<file path="src/rtl/elastic_buf_if.sv">
// rtl/elastic_buf_if.sv - valid/ready stream pair for the elastic buffer
interface elastic_buf_if #(
  parameter int WIDTH = 8
);
  logic             in_valid;
  logic             in_ready;
  logic [WIDTH-1:0] in_data;
  logic             out_valid;
  logic             out_ready;
  logic [WIDTH-1:0] out_data;

  modport master (
    output in_valid, in_data, out_ready,
    input  in_ready, out_valid, out_data
  );

  modport slave (
    input  in_valid, in_data, out_ready,
    output in_ready, out_valid, out_data
  );
endinterface

</file>
<file path="src/rtl/elastic_buf.sv">
// rtl/elastic_buf.sv - single-clock elastic FIFO buffer with flush, almost_full and high-water mark
module elastic_buf #(
  parameter int WIDTH     = 8,
  parameter int DEPTH     = 4,
  parameter int AF_THRESH = DEPTH - 1
) (
  input  logic                   clk,
  input  logic                   rst_n,
  input  logic                   clr,
  elastic_buf_if.slave           bus,
  output logic [$clog2(DEPTH):0] count,
  output logic                   almost_full,
  output logic [$clog2(DEPTH):0] hwm
);
  localparam int AW = $clog2(DEPTH);
  localparam int CW = AW + 1;

  logic [WIDTH-1:0] mem [DEPTH];
  logic [AW-1:0]    wr_ptr;
  logic [AW-1:0]    rd_ptr;
  logic [CW-1:0]    count_next;
  logic             push;
  logic             pop;

  // in_ready is a function of occupancy only, so a full buffer never passes through
  assign bus.in_ready  = (count != CW'(DEPTH));
  assign bus.out_valid = (count != '0);
  assign bus.out_data  = mem[rd_ptr];
  assign almost_full   = (count >= CW'(AF_THRESH));

  assign push       = bus.in_valid & bus.in_ready;
  assign pop        = bus.out_valid & bus.out_ready;
  assign count_next = count + {{AW{1'b0}}, push} - {{AW{1'b0}}, pop};

  always_ff @(posedge clk or negedge rst_n) begin
    if (!rst_n) begin
      wr_ptr <= '0;
      rd_ptr <= '0;
      count  <= '0;
      hwm    <= '0;
      for (int i = 0; i < DEPTH; i++) begin
        mem[i] <= '0;
      end
    end else if (clr) begin
      // Clearing entry 0 makes the empty out_data read back as zero after a flush
      wr_ptr <= '0;
      rd_ptr <= '0;
      count  <= '0;
      hwm    <= '0;
      mem[0] <= '0;
    end else begin
      if (push) begin
        mem[wr_ptr] <= bus.in_data;
        wr_ptr      <= wr_ptr + 1'b1;
      end
      if (pop) begin
        rd_ptr <= rd_ptr + 1'b1;
      end
      count <= count_next;
      if (count_next > hwm) begin
        hwm <= count_next;
      end
    end
  end
endmodule

</file>
<file path="src/flat_wrapper.sv">
// flat-port wrapper written by rule: the top's interface ports become plain ports
module elastic_buf_flat 
#(
  parameter int WIDTH     = 8,
  parameter int DEPTH     = 4,
  parameter int AF_THRESH = DEPTH - 1
)
  (clk, rst_n, clr, count, almost_full, hwm, bus_in_valid, bus_in_data, bus_out_ready, bus_in_ready, bus_out_valid, bus_out_data);
  elastic_buf_if #(.WIDTH(WIDTH)) bus_i ();
  input  logic clk;
  input  logic rst_n;
  input  logic clr;
  output logic [$clog2(DEPTH):0] count;
  output logic almost_full;
  output logic [$clog2(DEPTH):0] hwm;
  input wire logic [$bits(bus_i.in_valid)-1:0] bus_in_valid;
  input wire logic [$bits(bus_i.in_data)-1:0] bus_in_data;
  input wire logic [$bits(bus_i.out_ready)-1:0] bus_out_ready;
  output wire logic [$bits(bus_i.in_ready)-1:0] bus_in_ready;
  output wire logic [$bits(bus_i.out_valid)-1:0] bus_out_valid;
  output wire logic [$bits(bus_i.out_data)-1:0] bus_out_data;
  assign bus_i.in_valid = bus_in_valid;
  assign bus_i.in_data = bus_in_data;
  assign bus_i.out_ready = bus_out_ready;
  assign bus_in_ready = bus_i.in_ready;
  assign bus_out_valid = bus_i.out_valid;
  assign bus_out_data = bus_i.out_data;
  elastic_buf #(.WIDTH(WIDTH), .DEPTH(DEPTH), .AF_THRESH(AF_THRESH)) u_core (.clk(clk), .rst_n(rst_n), .clr(clr), .bus(bus_i), .count(count), .almost_full(almost_full), .hwm(hwm));
endmodule
</file>
<file path="config.mk">
export PLATFORM = sky130hd
export DESIGN_NAME = elastic_buf_flat
export DESIGN_NICKNAME = d
export VERILOG_FILES = /design/src/rtl/elastic_buf_if.sv /design/src/rtl/elastic_buf.sv /design/src/flat_wrapper.sv
export SDC_FILE = /design/constraint.sdc
export NUM_CORES = 1
export LEC_CHECK = 0
export CORE_MARGIN = 10
export CORE_UTILIZATION = 50
export CTS_BUF_LIST = sky130_fd_sc_hd__clkbuf_8 sky130_fd_sc_hd__clkbuf_16
export DETAILED_ROUTE_END_ITERATION = 6
export GPL_TIMING_DRIVEN = 0
export PLACE_DENSITY = 0.74
export RECOVER_POWER = 100
export REMOVE_ABC_BUFFERS = 1
export SLEW_MARGIN = 40
export SYNTH_ARGS = -nofsm -noshare
export SYNTH_HDL_FRONTEND = slang
export SYNTH_SLANG_ARGS = --single-unit
</file>
<file path="constraint.sdc">
create_clock -name clk -period 3.8 [get_ports clk]
set_clock_uncertainty 0.05 [all_clocks]
set_input_delay 0.38 -clock clk [delete_from_list [all_inputs] [get_ports clk]]
set_output_delay 0.38 -clock clk [all_outputs]
set_load 0.02 [all_outputs]
</file>
==> summary.txt <==
STA
  – Final Max Slew Viols: between 40 and 50
  – Fin Setup TNS: 0 ns
  – RSZ-0062 raised after global routing: false
  – Final period utilization: 0.903
  – Fmax: between 0.2 and 0.3 GHz
  – Tmin final: about 3.4 ns
  – Final setup margin: approximately 0.37 ns
  – Slew margin rel.: -0.484
  – Final hold violations: 0
  – Final setup fails: 0
  – Worst Max-Slew Pin Slew: roughly 2.2 ns

Placement
  – DP Wirelength: around 3100 um
  – Post-Place Worst Slack: 0.239 ns
  – # port buffers: 29
  – Placer Congestion: between 0.7 and 0.8

Pwr
  – Total power draw: about 1.8 mW
  – Static leakage: between 1 and 1.5 nW
  – Max VDD drop: 0.407 mV
  – PD cells: 735 mW/mm2

CTS
  – Clock latency on the worst-skew pair: about 0.29 ns
  – CTS tree: done
  – Clock Tree Root: clkbuf_8
  – Clock slew at reported path FFs: 0.08 ns
  – CTS resizes: 0
  – TritonCTS Buffers: 5
  – Htree depth: 2
  – Post-cts hold buffer count: 0
  – Sink Count: 42
  – Postcts setup bufs: 0
  – Clock Tree Buf Depth: 2

Drt
  – WL final: approximately 4400 um
  – Antenna Nets Post-Route: 0
  – Initial DRC count: 93
  – Avg WL per Cell: about 18 um
  – Via/cell ratio: around 5.3
  – DR pass1 iterations: 4
  – Vias: roughly 1300
  – Residual DRC: 0

Global route
  – Initial antenna violation count: 0
  – Largest net degree at the start of global routing: 43
  – GR met2 Demand/Resource: 0.217
  – Congestion Overflow GR: 0
  – Layer with the highest usage: met2
  – First-pass GRT wire length: approximately 7600 um
  – Total track usage: 0.128
  – Grt met3 use: 0.0413
  – GRT met1 Usage: 0.155
  – Vias in the first global route: between 1000 and 1500

Synth
  – Syn Inst Count: between 150 and 200
  – Top-count cell post-synth: dfrtp_1
  – Post-Syn Area: ~0.0022 mm2
  – Avg Synthesized Cell Area: about 14 um2
  – Top cell type's share of synthesized area: 0.480
  – Register area share after synthesis: 0.480
  – Seq cells post-synth: 42
  – Top FF cell, synth: dfrtp_1
  – Top post-synthesis cells by count: 42 x dfrtp_1, 24 x mux2_4, 15 x nor2_1
  – Top post-synthesis cells by area: dfrtp_1 48%, mux2_4 16%, mux4_2 8.2%, ha_1 5.7%, mux2i_1 3.7%
  – EDFF count, synth: 0
  – Yosys cell types: 28
  – Synth area leader: dfrtp_1
  – Number of warnings issued by yosys: 0
  – Ys async rst share: 1.00

Finish
  – FF/Latch Area: between 0.001 and 0.0015 mm2
  – Area of the multi-input gates: just over 900 um2
  – Synth-to-layout area growth: 12.5%
  – Share of cells above drive strength 1: 0.125
  – Nets@finish: 207
  – Layout fillers: 365
  – N_diodes: 0

Status
  – Failing checks: max-capacitance violations, max-slew violations
  – Status: complete, but fails checks

Run
  – Max-cap violations: 1

Floorplan
  – Initial core utilization: 0.510
  – Site row count: 24
  – Die Wd: approximately 86 um
  – Die ar.: 0.00743 mm2
  – Core ar.: ~0.0043 mm2
  – Die Height: roughly 86 um
  – I/O pin cnt: 30

Hold path
  – Hold crit path type: flop to flop
  – Hold Path Stages: 1
  – Hold_sp: u_core.mem[13]
  – Hold Path End: u_core.mem[13]

Critical path
  – Critical Setup Path Class: flop to flop
  – Worst setup EP type: flop
  – Crit-path max cell delay: 0.51 ns
  – Worst path arrival time: about 3.6 ns
  – WP buf/inv: 3
  – CP top delay family: adder cells
  – Crit path cell chain: o31a_2 > ha_1 > inv_1 > ha_1 > inv_1 > fa_1 > inv_1 > ha_1 > nor2b_1 > o21a_1 > o21ai_0 > mux2_2
  – R2R Path End: u_core.hwm[2]
  – FF-to-FF path depth: 12
  – Critical Path Slowest Stage Cell: fa_1
  – Crit path max fanout: 6
  – Reg-to-reg slack, setup: ~0.37 ns
  – Startpoint types: flop
  – Critical path data required time: 3.92 ns
  – Worst r2r src: u_core.count[0]
  – Number of cells on the critical path: 12
[power by group]
part	switching [mW]	internal (mW)
combinational	0.374	0.425
clock	0.148	0.144
sequential	0.122	0.598
[through the flow]
stage / instances / hold slack (ns) / instance area (um2) / utilization
2_1_floorplan: 147 / 0.0344 / 2150 / -
3_3_place_gp: 228 / 0.437 / 2510 / 0.584
3_5_place_dp: 228 / 0.351 / 2510 / 0.584
4_1_cts: 236 / 0.0355 / 2600 / 0.605
5_1_grt: 236 / 0.463 / 2460 / 0.574
6_report: 236 / 0.442 / 2460 / 0.574
[layout make-up]
cell class                 count  share of cell area
sequential                    42               0.427
multi-input combinational     94               0.378
timing repair buffer          29               0.115
clock buffer                   6              0.0335
tap                           52              0.0264
inverter                      11              0.0168
clock inverter                 2             0.00356
[layout by cell type (no fill, tap or decap), types with 3 or more instances in the layout]
cell type,synthesis,final
mux4_2,8,8
dlygate4sd3_1,0,18
clkbuf_8,0,6
inv_1,11,12
clkdlybuf4s50_1,0,10
mux2_4,24,3
nand2_1,4,7
mux2_2,3,3
nor2_1,15,15
dfrtp_1,42,42
mux2_1,0,21
mux2i_1,8,8
nor2b_1,3,3
ha_1,10,10
xnor2_1,3,3
[sequential cells by signal (all words and copies together), names as in the netlist]
name / cells
u_core.rd_ptr: 2
u_core.mem: 32
u_core.hwm: 3
u_core.count: 3
u_core.wr_ptr: 2
[metal layers]
layer	vias up	wire length [um]
li1	584	-
met1	649	1860
met2	24	2240
met3	3	251
met4	0	17
met5	-	0
[worst max-delay path by stage]
stage                               end       startpoint
after floorplan           u_core.hwm[0]  u_core.count[0]
after global placement    u_core.hwm[1]    bus_out_ready
after detailed placement  u_core.hwm[2]    bus_out_ready
after CTS                 u_core.hwm[2]  u_core.count[0]
after global routing      u_core.hwm[2]  u_core.count[0]
final                     u_core.hwm[2]  u_core.count[0]
[kinds of logic after synthesis]
family / Yosys count / share of synthesized area
AOI/OAI and AO/OA: 5 / 0.0149
xor gates and xnor gates: 4 / 0.0160
adders and majority gates: 11 / 0.0663
buffers and inverters: 17 / 0.0349
DFF: 42 / 0.480
muxes: 43 / 0.299
and+or+nand+nor: 31 / 0.0891
(Power assumes the default switching activity.)
